File: src/rtl/adder_sched_pkg.sv
// Shared constants and tag-pipe record for the shared adder scheduler.
// Also provides the tag-width helper used by the arbiter.
package adder_sched_pkg;

    localparam int LEN_DATA  = 32;
    localparam int N_REQ_DEF = 4;
    localparam int TAG_W_MAX = 3;

    function automatic int tag_width(input int n);
        return (n < 2) ? 1 : $clog2(n);
    endfunction

    localparam int TAG_W_DEF = tag_width(N_REQ_DEF);

    typedef struct packed {
        logic                 vld;
        logic [TAG_W_MAX-1:0] tag;
    } tag_rec_t;

    localparam int TAG_REC_W = $bits(tag_rec_t);

endpackage

File: src/rtl/adder_sched_rr_arbiter.sv
// Round-robin arbiter: first request at or above ptr wins, with wrap.
// Produces a one-hot grant and the binary index of the winner.
module rr_arbiter
    import adder_sched_pkg::*;
#(
    parameter int N  = N_REQ_DEF,
    parameter int IW = tag_width(N)
) (
    input  logic [N-1:0]  req,
    input  logic [IW-1:0] ptr,
    output logic [N-1:0]  grant,
    output logic [IW-1:0] idx
);

    logic          found;
    logic [IW-1:0] cand;

    always_comb begin
        grant = '0;
        idx   = '0;
        found = 1'b0;
        cand  = '0;
        for (int k = 0; k < N; k++) begin
            cand = IW'((int'(ptr) + k) % N);
            if (!found && req[cand]) begin
                found       = 1'b1;
                grant[cand] = 1'b1;
                idx         = cand;
            end
        end
    end

endmodule

File: src/rtl/adder_sched.sv
// Shares one pipelined adder between N_REQ requesters, routing each
// tagged result back to its owner's held result register.
module adder_sched
    import adder_sched_pkg::*;
#(
    parameter int N_REQ    = N_REQ_DEF,
    parameter int PIPE_LAT = 2,
    parameter int TAG_W    = tag_width(N_REQ)
) (
    input  logic                      clk,
    input  logic                      rst_n,
    input  logic [N_REQ-1:0]          req_valid,
    output logic [N_REQ-1:0]          req_ready,
    input  logic [N_REQ*LEN_DATA-1:0] req_a,
    input  logic [N_REQ*LEN_DATA-1:0] req_b,
    input  logic [N_REQ-1:0]          req_cin,
    output logic                      add_valid,
    output logic [LEN_DATA-1:0]       add_a,
    output logic [LEN_DATA-1:0]       add_b,
    output logic                      add_cin,
    input  logic [LEN_DATA-1:0]       add_sum,
    input  logic                      add_cout,
    output logic [N_REQ-1:0]          rsp_valid,
    input  logic [N_REQ-1:0]          rsp_ready,
    output logic [N_REQ*LEN_DATA-1:0] rsp_sum,
    output logic [N_REQ-1:0]          rsp_cout,
    output logic [N_REQ-1:0]          busy
);

    logic [N_REQ-1:0]     busy_q;
    logic [N_REQ-1:0]     rsp_valid_q;
    logic [N_REQ-1:0]     elig;
    logic [N_REQ-1:0]     grant;
    logic [N_REQ-1:0]     consume;
    logic [N_REQ-1:0]     hit;
    logic [TAG_W-1:0]     ptr_q;
    logic [TAG_W-1:0]     gidx;
    logic [TAG_W-1:0]     ptr_nxt;
    logic [TAG_REC_W-1:0] pipe_q [PIPE_LAT];
    tag_rec_t             last;

    assign elig = req_valid & ~busy_q;

    rr_arbiter #(
        .N  (N_REQ),
        .IW (TAG_W)
    ) u_arb (
        .req   (elig),
        .ptr   (ptr_q),
        .grant (grant),
        .idx   (gidx)
    );

    assign req_ready = grant;
    assign add_valid = |grant;
    assign busy      = busy_q;
    assign rsp_valid = rsp_valid_q;
    assign consume   = rsp_valid_q & rsp_ready;
    assign ptr_nxt   = (gidx == TAG_W'(N_REQ - 1)) ? '0 : gidx + 1'b1;

    always_comb begin
        add_a   = '0;
        add_b   = '0;
        add_cin = 1'b0;
        for (int i = 0; i < N_REQ; i++) begin
            add_a   |= req_a[i*LEN_DATA +: LEN_DATA] & {LEN_DATA{grant[i]}};
            add_b   |= req_b[i*LEN_DATA +: LEN_DATA] & {LEN_DATA{grant[i]}};
            add_cin |= req_cin[i] & grant[i];
        end
    end

    // Tag pipe mirrors the adder latency so results find their owner.
    always_ff @(posedge clk or negedge rst_n) begin
        if (!rst_n) begin
            for (int p = 0; p < PIPE_LAT; p++) pipe_q[p] <= '0;
        end else begin
            pipe_q[0] <= {add_valid, TAG_W_MAX'(gidx)};
            for (int p = 1; p < PIPE_LAT; p++) pipe_q[p] <= pipe_q[p-1];
        end
    end

    always_comb begin
        last = tag_rec_t'(pipe_q[PIPE_LAT-1]);
        hit  = '0;
        for (int i = 0; i < N_REQ; i++) begin
            hit[i] = last.vld && (last.tag == TAG_W_MAX'(i));
        end
    end

    always_ff @(posedge clk or negedge rst_n) begin
        if (!rst_n) begin
            ptr_q       <= '0;
            busy_q      <= '0;
            rsp_valid_q <= '0;
            rsp_sum     <= '0;
            rsp_cout    <= '0;
        end else begin
            if (add_valid) ptr_q <= ptr_nxt;
            for (int i = 0; i < N_REQ; i++) begin
                if (grant[i]) begin
                    busy_q[i] <= 1'b1;
                end else if (consume[i]) begin
                    busy_q[i] <= 1'b0;
                end
                if (hit[i]) begin
                    rsp_valid_q[i]                  <= 1'b1;
                    rsp_sum[i*LEN_DATA +: LEN_DATA] <= add_sum;
                    rsp_cout[i]                     <= add_cout;
                end else if (consume[i]) begin
                    rsp_valid_q[i] <= 1'b0;
                end
            end
        end
    end

    a_no_overwrite: assert property (
        @(posedge clk) disable iff (!rst_n) (hit & rsp_valid_q) == '0
    );

endmodule

File: config.mk
export PLATFORM = sky130hd
export DESIGN_NAME = adder_sched
export DESIGN_NICKNAME = d
export VERILOG_FILES = /design/src/rtl/adder_sched_pkg.sv /design/src/rtl/adder_sched_rr_arbiter.sv /design/src/rtl/adder_sched.sv
export SDC_FILE = /design/constraint.sdc
export NUM_CORES = 1
export LEC_CHECK = 0
export CORE_AREA = 2 2 200 202
export CTS_BUF_LIST = sky130_fd_sc_hd__clkbuf_2 sky130_fd_sc_hd__clkbuf_4 sky130_fd_sc_hd__clkbuf_8
export CTS_CLUSTER_SIZE = 30
export DETAILED_ROUTE_END_ITERATION = 7
export DIE_AREA = 0 0 202 204
export PLACE_DENSITY = 0.52
export SYNTH_ARGS = -nofsm -noshare
export SYNTH_HDL_FRONTEND = slang
export SYNTH_SLANG_ARGS = --single-unit
File: constraint.sdc
create_clock -name clk -period 5.2 [get_ports clk]
set_input_delay 0.78 -clock clk [delete_from_list [all_inputs] [get_ports clk]]
set_output_delay 0.78 -clock clk [all_outputs]
set_load 0.05 [all_outputs]
; ---- Yosys cells after proc, flatten, opt, wreduce, memory -nomap -nowiden
; Cells that the tools add are included.
[word_totals]
regBits = 148
inputBits = 303
[op_classes]
add_sub_neg = 4
magnitude_cmp = 8
n_eq_ne = 4
n_mux = 40
bitwise = 27
reduce_logical = 24
[ops]
columns = cell, count
row1 = bitwise AND 32 bit, 8
row2 = bitwise OR 32 bit, 6
row3 = two-way mux 1 bit, 23
row4 = two-way mux 4 bit, 4
row5 = nonzero test 2 bit, 8
row6 = "< comparator 2 x 3 -> 1 bit, second input constant", 4
row7 = bitwise OR 4 bit, 3
row8 = logical AND 1 bit, 11
row9 = two-way mux 2 bit, 5
row10 = bitwise AND 4 bit, 2
row11 = binary-select mux 1 bit (select 2 bit), 4
row12 = demux 1 bit (select 2 bit), 4
row13 = "greater-or-equal comparator 2 x 1 -> 1 bit, second input constant", 4
row14 = "equality test 2 bit, second input constant", 3
row15 = "adder 2 x 1 -> 2 bit, second input constant", 2
row16 = "adder 2 bit, second input constant", 2
row17 = bitwise AND 1 bit, 4
row18 = NOT 4 bit, 1
row19 = OR reduction 4 bit, 1
row20 = zero test 1 bit, 3
row21 = zero test 3 bit, 1
row22 = bitwise OR 1 bit, 3
row23 = "equality test 2 x 1 -> 1 bit, second input constant", 1

; ---- Depth between registers and ports, before layout
[logic_depth]
ltp_word = 18
mapped_depth = 12

; ---- By module
; A second synthesis with hierarchy kept.
[hier_totals]
hier_cells = 592
area_unflattened_um2 = 7248.2
[modules_own_cells]
columns = module, instances, cells_per_inst, area_per_inst_um2
row1 = adder_sched, 1, 544, 6844.1
row2 = rr_arbiter, 1, 48, 404.1

; ---- Worst setup path before layout
; OpenSTA, ideal clock, no wires.
[synth_timing]
path_kind = register to output
from = reg (tool-made name)
to = out add_b[23]
arrival_ps = 3418
setup_slack_ps = 1002
stages_incl_launch_ff = 12
path_buffers = 3
cell_sequence = dfrtp_1 buf_4 inv_2 ha_1 clkbuf_1 mux4_2 nor4b_4 nand2_1 o21ai_2 clkbuf_1 a22oi_1 nand2_1
[synth_rtl]
columns = item, line
row1 = end: declaration, adder_sched.sv:19  ; output logic [LEN_DATA-1:0] add_b,

==> flow_summary.yaml <==
yosys:
  yosysSeqAreaShare: 0.5123
  yosys-mux-area-fraction: 0.2195
  dominantRegCellSynth: "sky130_fd_sc_hd__dfrtp_1"
  combinational_family_with_the_most_area_after_synthesis: "multiplexers"
  synth_compound_gate_area_share: 0.1653
  postSynthCellCount: 600
  synth_adder_area_share: 0.01211
  synth_largest_type_area_fraction: 0.5123
  synth_seq_cells: 148
  avgSynthCellArea_um2: 12.05
  number_of_flops_mapped_to_enable_cells_by_yosys: 0
  yosys_warnings: 0
  synth_area_leader_cell: "sky130_fd_sc_hd__dfrtp_1"
  yosys.area_share.simple: 0.05971
  synth_nets: 910
  syn-cell-area_mm2: 0.007229
  synth_area_in_xor_xnor: 0.002423
  synth.top_cells.by_area: "sky130_fd_sc_hd__dfrtp_1, sky130_fd_sc_hd__mux2_2, sky130_fd_sc_hd__a22oi_1, sky130_fd_sc_hd__nand2_1, sky130_fd_sc_hd__clkbuf_1"
  share_of_flip_flops_with_an_asynchronous_set_or_reset_after_synthesis: 1.000
  netlist-cell-type-count: 31
sta:
  timing.final.max_slew_violations: 0
  fin_tns_setup_ns: 0
  final_period_minus_worst_setup_slack_ns: 4.858
  skew_ns: 0.01870
  grt_setup_unrepaired: "false"
  relSlewSlack: 0.3408
  max_freq_ghz: 0.2058
  max_slew.worst_pin.slew_ns: 0.9889
  final-hold-violation-count: 0
  report.final.setup_viol: 0
  tcrit_tclk_final: 0.9343
setup_path:
  crit_path_cell_trace: "inv_2 -> ha_1 -> mux4_2 -> nor2_2 -> a221oi_2 -> o21ai_4 -> clkdlybuf4s50_1"
  timing.critical_path.arrival_ns: 4.08
  critical_path.startpoint_type: "flop"
  critPathMaxFanout: 18
  crit_path_end_kind: "primary output"
  timing.critical_path.slowest_stage_cell: "sky130_fd_sc_hd__clkdlybuf4s50_1"
  timing.setup.critical_path_class: "flop to primary output"
  r2r.worst_path.cells: 9
  worst_ep_required_time_ns: 4.42
  crit_path_max_incr_delay_ns: 0.92
finish:
  multiInputGateArea_mm2: 0.003358
  diodes: 0
  syn_to_final_growth_pct: 91.14
  num-nets-final: 1408
  sequential_cell_area_mm2: 0.003704
  filler_cell_count: 3913
  final_layout_size_suffix_gt1_frac: 0.2322
clock_network:
  cts-hold-fix-buffers: 0
  clk_transition_reported_paths_ns: 0.09
  clockRootBuffer: "sky130_fd_sc_hd__clkbuf_8"
  cts.repair.resized: 0
  tritoncts: "done"
  cts_setup_buffers: 0
  clockBufferDepth: 2
  cts.sinks: 148
  worst_skew_pair.late_latency_ns: 0.46
  clock_tree.htree_level_count: 4
  cts_made_buffers: 17
placement:
  weighted_congestion_at_the_end_of_routability_driven_global_placement: 0.8277
  dpl.hpwl_mm: 24.26
  place.port_buffers: 512
global_route:
  first_global_vias: 7370
  maximum_number_of_pins_on_one_net_before_global_route_repair: 110
  grt_util_met1: 0.1849
  use_met3: 0.03731
  final_global_route_overflow_total: 0
  grt_antenna_before_repair: 0
  gr-usage-all-layers: 0.1474
  grt_pass1_wl_mm: 46.13
  busiest_layer: "met2"
  globalRouteMet2Util: 0.2525
drt:
  remaining_drc_errors: 0
  route.vias.total: 7029
  postRouteWirelength_mm: 31.52
  detail_route.vias_per_cell: 4.296
  first_pass_iters: 7
  ant_nets: 0
  detailed_route_wire_length_per_cell_um: 19.27
  drtIter0Drc: 377
status:
  result_of_the_run: "complete, no violations"
die:
  initial_core_util: 0.1845
  die-area_mm2: 0.04121
  std_cell_rows: 73
  chipWidth_um: 202
  die_boundary_height_um: 204
  ioPinCount: 513
  placeableCoreArea_mm2: 0.03918
hold_path:
  min_path_type: "flop to flop"
  worst_hold_path.num_cells: 0
job:
  maxCapViolations: 0
==> synthesized netlist by cell type, types with 4 or more instances <==
| master | number |
|---|---|
| sky130_fd_sc_hd__mux4_2 | 4 |
| sky130_fd_sc_hd__ha_1 | 7 |
| sky130_fd_sc_hd__a22oi_1 | 131 |
| sky130_fd_sc_hd__inv_1 | 5 |
| sky130_fd_sc_hd__a21o_1 | 5 |
| sky130_fd_sc_hd__buf_2 | 16 |
| sky130_fd_sc_hd__dfrtp_1 | 148 |
| sky130_fd_sc_hd__nor2_1 | 5 |
| sky130_fd_sc_hd__nand2_1 | 77 |
| sky130_fd_sc_hd__clkbuf_1 | 25 |
| sky130_fd_sc_hd__o21ai_2 | 4 |
| sky130_fd_sc_hd__nor2b_1 | 4 |
| sky130_fd_sc_hd__mux2_2 | 132 |
| sky130_fd_sc_hd__o21ai_0 | 9 |
| sky130_fd_sc_hd__nand2b_1 | 4 |
==> registers in the layout (all words and copies together), names as in the netlist, named ones only <==
| signal | count |
|---|---|
| rsp_sum | 128 |
| busy | 4 |
| rsp_cout | 4 |
| rsp_valid | 4 |
| last | 3 |
| pipe_q | 3 |
| ptr_q | 1 |
==> through the flow <==
step                hold slack, ns    util  std cells  setup slack, ns  cell area, um2
global route                0.3647  0.3527       1636          0.04374           13820
CTS                         0.3611  0.3527       1636           0.2817           13820
floorplan                   0.3312       -        600            1.002            7229
global placement            0.3336  0.3420       1604           0.5988           13400
detailed placement          0.3372  0.3420       1604           0.5823           13400
finish                      0.3570  0.3527       1636           0.3417           13820
==> cells by family after synthesis <==
| logic type | Yosys count |
|---|---|
| adders and majority gates | 7 |
| and+or+nand+nor | 98 |
| AOI/OAI and AO/OA | 159 |
| xor gates and xnor gates | 2 |
| muxes | 137 |
| buffers and inverters | 49 |
| DFF | 148 |
==> area by class of cell <==
cell class | instances | share of cell area
Inverter | 7 | 0.001901
Timing Repair Buffer | 521 | 0.4092
Clock inverter | 15 | 0.01340
Tap cell | 525 | 0.04754
Sequential cell | 148 | 0.2680
Clock buffer | 17 | 0.01693
Multi-Input combinational cell | 403 | 0.2430
==> path summary, 6_finish.rpt <==
kind	start	slack, ns	endpoint
worst max-delay path	flop	0.34	req_ready[2]
worst min-delay path	pipe_q[5]$_DFF_PN0_	0.36	last[1]$_DFF_PN0_
worst max register to register	flop	1.95	flop
worst min register to register	pipe_q[5]$_DFF_PN0_	0.36	last[1]$_DFF_PN0_
max in group asynchronous	rst_n	3.63	rsp_sum[88]$_DFFE_PN0P_
min in group asynchronous	rst_n	0.46	rsp_sum[21]$_DFFE_PN0P_
==> metal layers <==
metal,vias to the layer above,part of all wire
li1,3249,-
met1,3442,0.41
met2,314,0.51
met3,24,0.062
met4,0,0.016
met5,-,0
==> critical path: cells and delay by family (launching register included) <==
family / cells / cell delay, ns
AO/OA/AOI/OAI: 2 / 0.63
adder cells (fa/ha/maj): 1 / 0.48
buffers and inverters: 2 / 1.08
flip-flops: 1 / 0.64
multiplexers: 1 / 0.50
AND/OR/NAND/NOR: 1 / 0.28
==> placed cells by master, fill, tap and decap left out, drive strengths merged, types with 5 or more instances in the layout <==
| cell | count |
|---|---|
| a21o | 5 |
| a22oi | 131 |
| buf | 76 |
| clkbuf | 17 |
| clkdlybuf4s50 | 445 |
| dfrtp | 148 |
| ha | 7 |
| inv | 16 |
| mux2 | 132 |
| nand2 | 77 |
| nor2 | 6 |
| o21ai | 13 |
Power is left out: the tool's default activity adds up to more than one toggle a clock period on the data nets, which glitch-free logic cannot reach.
